## src/rtl/multicycle_control_fsm.sv

```systemverilog
// Multi-cycle RV32I control sequencer.
// Walks each instruction through FETCH/DECODE/EXEC/MEM/WB and drives the
// datapath mux selects, strobes and 4-bit ALU op. It handshakes with a
// variable-latency unified memory, counts retired instructions and halts on
// ECALL when x17==10.
//
// Ports:
//   clk, reset_n          clock (rising edge), async active-low reset
//   opcode/funct3/funct7_5 instruction fields from IR (valid from DECODE)
//   alu_bcond             branch-condition result from the ALU
//   mem_ready             memory completes the current request this cycle
//   ecall_halt            register file reports x17==10
//   alu_select            0 add,1 sub,2 sll,3 xor,4 or,5 and,6 srl,7-10 beq/bne/blt/bge
//   alu_src_a/alu_src_b   operand selects (a: 0=PC,1=rs1; b: 0=rs2,1=imm)
//   mem_req/mem_write     memory request (held until mem_ready) / store
//   i_or_d                memory address select (0=PC, 1=ALUOut)
//   ir_write              latch IR
//   reg_write/wb_sel      register write and source (0 ALUOut,1 MDR,2 PC+4)
//   pc_write/pc_source    PC update and source (0 PC+4,1 ALUOut,2 alu_result)
//   halted/illegal_instr  sticky status flags
//   retired_cnt           retired instruction count (wraps)
//   state_dbg             FETCH 0, DECODE 1, EXEC 2, MEM 3, WB 4, HALT 5
module multicycle_control_fsm #(
    parameter int CNT_W = 32
) (
    input  logic             clk,
    input  logic             reset_n,
    input  logic [6:0]       opcode,
    input  logic [2:0]       funct3,
    input  logic             funct7_5,
    input  logic             alu_bcond,
    input  logic             mem_ready,
    input  logic             ecall_halt,
    output logic [3:0]       alu_select,
    output logic             alu_src_a,
    output logic             alu_src_b,
    output logic             mem_req,
    output logic             mem_write,
    output logic             i_or_d,
    output logic             ir_write,
    output logic             reg_write,
    output logic [1:0]       wb_sel,
    output logic             pc_write,
    output logic [1:0]       pc_source,
    output logic             halted,
    output logic             illegal_instr,
    output logic [CNT_W-1:0] retired_cnt,
    output logic [2:0]       state_dbg
);

    typedef enum logic [2:0] {
        S_FETCH  = 3'd0,
        S_DECODE = 3'd1,
        S_EXEC   = 3'd2,
        S_MEM    = 3'd3,
        S_WB     = 3'd4,
        S_HALT   = 3'd5
    } state_t;

    localparam logic [6:0] OP_R      = 7'b0110011;
    localparam logic [6:0] OP_I      = 7'b0010011;
    localparam logic [6:0] OP_LOAD   = 7'b0000011;
    localparam logic [6:0] OP_STORE  = 7'b0100011;
    localparam logic [6:0] OP_BRANCH = 7'b1100011;
    localparam logic [6:0] OP_JAL    = 7'b1101111;
    localparam logic [6:0] OP_JALR   = 7'b1100111;
    localparam logic [6:0] OP_ECALL  = 7'b1110011;

    state_t state, next_state;
    logic   retire, set_illegal;

    logic is_r, is_i, is_load, is_store, is_br, known_op;
    logic alu_ok, br_ok, bad_instr;
    logic [3:0] alu_op, br_op;

    assign is_r     = (opcode == OP_R);
    assign is_i     = (opcode == OP_I);
    assign is_load  = (opcode == OP_LOAD);
    assign is_store = (opcode == OP_STORE);
    assign is_br    = (opcode == OP_BRANCH);
    assign known_op = is_r || is_i || is_load || is_store || is_br ||
                      (opcode == OP_JAL) || (opcode == OP_JALR) || (opcode == OP_ECALL);

    // Only SRL is supported on 101, so funct7_5=1 there means SRA (unsupported).
    // For R-type, funct7_5=1 is only meaningful as SUB.
    assign alu_ok = !(funct3 == 3'b010 || funct3 == 3'b011) &&
                    !(funct3 == 3'b101 && funct7_5) &&
                    !(is_r && funct7_5 && funct3 != 3'b000 && funct3 != 3'b101);
    assign br_ok  = (funct3 == 3'b000) || (funct3 == 3'b001) ||
                    (funct3 == 3'b100) || (funct3 == 3'b101);
    assign bad_instr = !known_op || ((is_r || is_i) && !alu_ok) || (is_br && !br_ok);

    always_comb begin
        case (funct3)
            3'b000:  alu_op = (is_r && funct7_5) ? 4'd1 : 4'd0;  // addi never subtracts
            3'b001:  alu_op = 4'd2;
            3'b100:  alu_op = 4'd3;
            3'b110:  alu_op = 4'd4;
            3'b111:  alu_op = 4'd5;
            3'b101:  alu_op = 4'd6;
            default: alu_op = 4'd0;
        endcase
        case (funct3)
            3'b001:  br_op = 4'd8;
            3'b100:  br_op = 4'd9;
            3'b101:  br_op = 4'd10;
            default: br_op = 4'd7;
        endcase
    end

    always_comb begin
        next_state  = state;
        retire      = 1'b0;
        set_illegal = 1'b0;
        alu_select  = 4'd0;
        alu_src_a   = 1'b0;
        alu_src_b   = 1'b0;
        mem_req     = 1'b0;
        mem_write   = 1'b0;
        i_or_d      = 1'b0;
        ir_write    = 1'b0;
        reg_write   = 1'b0;
        wb_sel      = 2'd0;
        pc_write    = 1'b0;
        pc_source   = 2'd0;
        case (state)
            S_FETCH: begin
                mem_req  = 1'b1;
                ir_write = mem_ready;
                if (mem_ready) next_state = S_DECODE;
            end
            S_DECODE: begin
                // Speculative PC+imm into ALUOut for branches/JAL.
                alu_src_b = 1'b1;
                if (opcode == OP_ECALL && ecall_halt) begin
                    next_state = S_HALT;
                end else if (opcode == OP_ECALL || bad_instr) begin
                    pc_write    = 1'b1;
                    retire      = 1'b1;
                    set_illegal = bad_instr;
                    next_state  = S_FETCH;
                end else begin
                    next_state = S_EXEC;
                end
            end
            S_EXEC: begin
                alu_src_a  = 1'b1;
                next_state = S_FETCH;
                if (is_r) begin
                    alu_select = alu_op;
                    next_state = S_WB;
                end else if (is_i) begin
                    alu_select = alu_op;
                    alu_src_b  = 1'b1;
                    next_state = S_WB;
                end else if (is_load || is_store) begin
                    alu_src_b  = 1'b1;
                    next_state = S_MEM;
                end else if (is_br) begin
                    alu_select = br_op;
                    pc_write   = 1'b1;
                    pc_source  = alu_bcond ? 2'd1 : 2'd0;
                    retire     = 1'b1;
                end else if (opcode == OP_JAL) begin
                    reg_write = 1'b1;
                    wb_sel    = 2'd2;
                    pc_write  = 1'b1;
                    pc_source = 2'd1;
                    retire    = 1'b1;
                end else begin
                    // JALR: target comes straight off the ALU this cycle.
                    alu_src_b = 1'b1;
                    reg_write = 1'b1;
                    wb_sel    = 2'd2;
                    pc_write  = 1'b1;
                    pc_source = 2'd2;
                    retire    = 1'b1;
                end
            end
            S_MEM: begin
                mem_req   = 1'b1;
                i_or_d    = 1'b1;
                mem_write = is_store;
                if (mem_ready) begin
                    if (is_load) begin
                        next_state = S_WB;
                    end else begin
                        pc_write   = 1'b1;
                        retire     = 1'b1;
                        next_state = S_FETCH;
                    end
                end
            end
            S_WB: begin
                reg_write  = 1'b1;
                wb_sel     = is_load ? 2'd1 : 2'd0;
                pc_write   = 1'b1;
                retire     = 1'b1;
                next_state = S_FETCH;
            end
            default: next_state = S_HALT;
        endcase
        if (!reset_n) begin
            alu_select = 4'd0;
            alu_src_a  = 1'b0;
            alu_src_b  = 1'b0;
            mem_req    = 1'b0;
            mem_write  = 1'b0;
            i_or_d     = 1'b0;
            ir_write   = 1'b0;
            reg_write  = 1'b0;
            wb_sel     = 2'd0;
            pc_write   = 1'b0;
            pc_source  = 2'd0;
        end
    end

    always_ff @(posedge clk or negedge reset_n) begin
        if (!reset_n) begin
            state         <= S_FETCH;
            illegal_instr <= 1'b0;
            retired_cnt   <= '0;
        end else begin
            state <= next_state;
            if (set_illegal) illegal_instr <= 1'b1;
            if (retire) retired_cnt <= retired_cnt + {{(CNT_W-1){1'b0}}, 1'b1};
        end
    end

    // HALT is only left through reset, so the state itself is the sticky flag.
    assign halted    = (state == S_HALT);
    assign state_dbg = state;

endmodule

```

## config.mk

```make
export PLATFORM = sky130hd
export DESIGN_NAME = multicycle_control_fsm
export DESIGN_NICKNAME = d
export VERILOG_FILES = /design/src/rtl/multicycle_control_fsm.sv
export SDC_FILE = /design/constraint.sdc
export NUM_CORES = 1
export LEC_CHECK = 0
export CAP_MARGIN = 20
export CORE_ASPECT_RATIO = 0.75
export CORE_UTILIZATION = 40
export CTS_CLUSTER_DIAMETER = 30
export CTS_CLUSTER_SIZE = 14
export DETAILED_ROUTE_END_ITERATION = 10
export GPL_TIMING_DRIVEN = 0
export PLACE_DENSITY = 0.8
export SYNTH_ARGS = -nofsm -noshare
export SYNTH_HDL_FRONTEND = slang
export SYNTH_SLANG_ARGS = --single-unit
```

## constraint.sdc

```tcl
create_clock -name clk -period 2.1 [get_ports clk]
set_clock_uncertainty 0.15 [all_clocks]
set_input_delay 0.315 -clock clk [delete_from_list [all_inputs] [get_ports clk]]
set_output_delay 0.315 -clock clk [all_outputs]
set_load 0.02 [all_outputs]
```

==> results.json, run 1 <==
{
  "grt_total_ovfl": 0,
  "failed_checks": "negative setup slack",
  "period_needed_ns": 2.22,
  "period_share_pct": 106,
  "final-setup-viol-count": 12,
  "clock_sink_count": 36,
  "cts.reportedPaths.clkPinSlew_ns": 0.08,
  "initialDrtViolationCount": 144,
  "netlist-cell-type-count": 48,
  "ys_ff_latch": 36,
  "irDropWorstVdd_uv": 618,
  "power_report.internal_total_mw": 1.64,
  "syn2layout_area_growth_pct": 63.9,
  "placement_rows": 22,
  "worst_path_largest_cell_delay_ns": 0.41,
  "avgRoutedWirePerCell_um": 16.2,
  "critical_path.endpoint_type": "output pin",
  "place_congestion": 0.818,
  "cp.required_ns": 1.63,
  "predominant_post_synthesis_flop_cell": "sky130_fd_sc_hd__dfrtp_1",
  "nets": 358,
  "start_kind": "flop",
  "run_status": "finished with violations",
  "utilization_pct": 70.6,
  "setup_tns_ns": -0.609,
  "worstSetupPathType": "flop to output pin",
  "die_w_um": 87.5,
  "worst-path-buf-inv": 1,
  "kind_of_cell_with_the_highest_combined_delay_on_the_critical_path": "simple AND/OR/NAND/NOR gates",
  "comb_power_share_pct": 48.0,
  "critical_path.slowest_cell": "sky130_fd_sc_hd__dfrtp_1",
  "first_drt_pass_iteration_count": 4,
  "post-layout-total-power_mw": 2.72,
  "yosys.cell_count.top_type": "sky130_fd_sc_hd__dfrtp_1",
  "chipHeight_um": 66.1,
  "synth_enable_flop_cells": 0,
  "setup_ws_ns": -0.119,
  "p_sw_mw": 1.08,
  "dpl.hpwl_um": 4030,
  "timing.final.max_slew_violations": 0,
  "achievable-frequency_ghz": 0.451,
  "yosys.area.top_type": "sky130_fd_sc_hd__dfrtp_1",
  "maximum_number_of_pins_on_one_net_before_global_route_repair": 37,
  "core_sq_mm": 0.00509,
  "drv.max_cap_violation_count": 0,
  "synthesis.instances": 230,
  "async_reset_ff_share_pct": 100,
  "setup.reg_to_reg.worst_slack_ns": -0.10,
  "number_of_synthesis_warnings": 0,
  "maximum_buffer_depth_of_the_clock_tree": 2,
  "first_global_vias": 2008,
  "clk_root_buffer_cell": "sky130_fd_sc_hd__clkbuf_8",
  "clk_latency_ns": 0.30,
  "wirelength_um": 6720,
  "num-fill-cells": 348,
  "n_antenna_cell": 0,
  "wire_length_of_the_first_global_routing_pass_um": 10000,
  "h-tree-depth": 2,
  "synthesis.nets": 247,
  "io_buffer_count": 65,
  "antenna_violations_before_repair": 0,
  "setup_repair_after_global_routing_missed_its_margin": "true",
  "maxSlewHeadroom_pct": 61.9,
  "grt.total_usage_pct": 23.1,
  "drive_gt1_share_pct": 37.7,
  "via_total_after_detailed_routing": 2209,
  "ys_seq_area_share_pct": 41.0,
  "hold_viol": 0,
  "synth_top_area_share_pct": 41.0,
  "io_pins": 69,
  "hold_path_class": "flop to flop",
  "detail_route.drc_violations": 0,
  "syn_area_sq_mm": 0.00219,
  "synth.top_cells.by_count": "sky130_fd_sc_hd__dfrtp_1, sky130_fd_sc_hd__nand2_1, sky130_fd_sc_hd__nor2_1, sky130_fd_sc_hd__xnor2_1",
  "setup_slack_at_placement_ns": -1.30,
  "cts_tree": "yes",
  "cp_max_fo": 4,
  "powerDensity_mw_per_mm2": 756,
  "crit_chain": "nand2b_4 -> or3_4 -> o221ai_4 -> and2_4 -> buf_6",
  "p_sw_share_pct": 39.7,
  "die-area_sq_mm": 0.00579,
  "initial_core_utilization_pct": 43.1,
  "worst-endpoint-arrival_ns": 1.75,
  "cts_made_buffers": 5,
  "actual_slew_at_the_worst_max_slew_pin_ns": 0.570,
  "cell_types_occupying_the_most_area_after_synthesis": "sky130_fd_sc_hd__dfrtp_1, sky130_fd_sc_hd__xnor2_1, sky130_fd_sc_hd__xor2_1",
  "via_per_inst": 5.34,
  "route.antenna.remaining_nets": 0,
  "power.static_leakage_nw": 1.58,
  "seqPwrFrac_pct": 33.2,
  "avg_synthesized_cell_area_sq_um": 9.54,
  "p_clk_share_pct": 18.8
}
==> path summary, 6_finish.rpt <==
kind / startpoint / endpoint / cells past startpoint
setup / recovery: state_dbg[1] / pc_write / 5
hold / removal: retired_cnt[31] / retired_cnt[31] / 1
setup reg to reg: state_dbg[2] / retired_cnt[27] / 9
hold reg to reg: retired_cnt[31] / retired_cnt[31] / 1
max in group asynchronous: reset_n / retired_cnt[0] / 3
min in group asynchronous: reset_n / retired_cnt[13] / 3
==> per-stage QoR <==
stage	instance area [sq um]	std cells	hold WS (ns)
6_report	3600	414	0.337
5_1_grt	3600	414	0.350
4_1_cts	3370	392	0.337
3_5_place_dp	3010	367	0.323
3_3_place_gp	3020	367	0.307
2_1_floorplan	2270	230	-0.131
==> kinds of logic after synthesis <==
family	count (synthesis)	share of synthesized area, %
buf+inv	15	3.36
simple gates	114	31.8
xor+xnor	31	12.4
fa+ha+maj	1	0.570
compound gates	33	10.8
flops	36	41.0
==> power groups by stage <==
| stage | clock network, mW | logic [mW] | registers [mW] |
|---|---|---|---|
| after detailed placement | 0 | 0.911 | 0.915 |
| final | 0.511 | 1.30 | 0.904 |
| after global routing | 0.538 | 1.39 | 0.919 |
| after floorplan | 0 | 0.473 | 0.987 |
| after global placement | 0 | 0.894 | 0.912 |
| after CTS | 0.508 | 1.19 | 0.897 |
==> final cells by class <==
cell class	instances	area, sq um	area share (%)
plain buffers	6	50.0	1.39
clock inverters	3	18.8	0.522
inverters	7	31.3	0.870
flip-flops and latches	36	910	25.3
clock buffers	5	68.8	1.91
multi-input cells	179	1480	41.1
well taps	72	90.1	2.50
repair buffers	106	948	26.4
==> routing by layer <==
layer,vias up,track usage [%],part of all wire (%)
li1,1046,-,-
met2,84,37.6,47
met4,0,6.15,1.4
met5,-,0,0
met1,1069,31.4,45
met3,10,4.87,6.1
==> worst reg2reg max path, cell delays in order, from the launching register on <==
cell                      delay [ns]
sky130_fd_sc_hd__dfrtp_2        0.46
sky130_fd_sc_hd__buf_6          0.14
sky130_fd_sc_hd__nor3_4         0.18
sky130_fd_sc_hd__a22oi_2        0.10
sky130_fd_sc_hd__buf_4          0.15
sky130_fd_sc_hd__o221a_4        0.26
sky130_fd_sc_hd__buf_12         0.14
sky130_fd_sc_hd__buf_6          0.11
sky130_fd_sc_hd__nor4_4         0.26
sky130_fd_sc_hd__xor2_1         0.17
==> sequential cells by signal (all words and copies together), names as in the netlist <==
register and flops:
illegal_instr 1, state_dbg 3, retired_cnt 32
==> cells in the final DEF, fill, tap and decap left out, drive strengths merged, types with 2 or more instances in the layout <==
master	count
nor3b	2
nor3	7
or3	2
nand2b	4
nor2	22
o31ai	2
nand3	12
nand4	14
and4	2
inv	7
o21ai	5
and3	7
nor4	7
xor2	13
dfrtp	36
o211ai	2
a221oi	2
clkdlybuf4s50	39
and2	2
o221ai	2
buf	64
nand2	26
nor2b	3
xnor2	18
dlygate4sd2	4
a21oi	11
clkbuf	8
clkinv	3
==> what timing repair did <==
| action | 4_1_cts | 5_1_grt |
|---|---|---|
| gates cloned | 1 | 0 |
| setup buffers | 15 | 25 |
| pin swaps | 32 | 34 |
| hold buffers | 2 | 0 |
| gates resized for setup | 106 | 54 |
| setup endpoints to repair | 49 | 38 |
| endpoints found under the hold margin | 36 | 0 |
Note: power is estimated with default switching activity, not from simulation.
==> inputs of run 2 (changes only) <==
Settings changed: ABC_CLOCK_PERIOD_IN_PS set to 2100.
==> results of run 2 <==
Same layout as run 1: the final DEF is identical, and so are final timing and power.
==> inputs of run 3 (changes only) <==
Settings changed: CTS_CLUSTER_SIZE 14 to not set.
==> results of run 3 <==
Same layout as run 1: the final DEF is identical, and so are final timing and power.
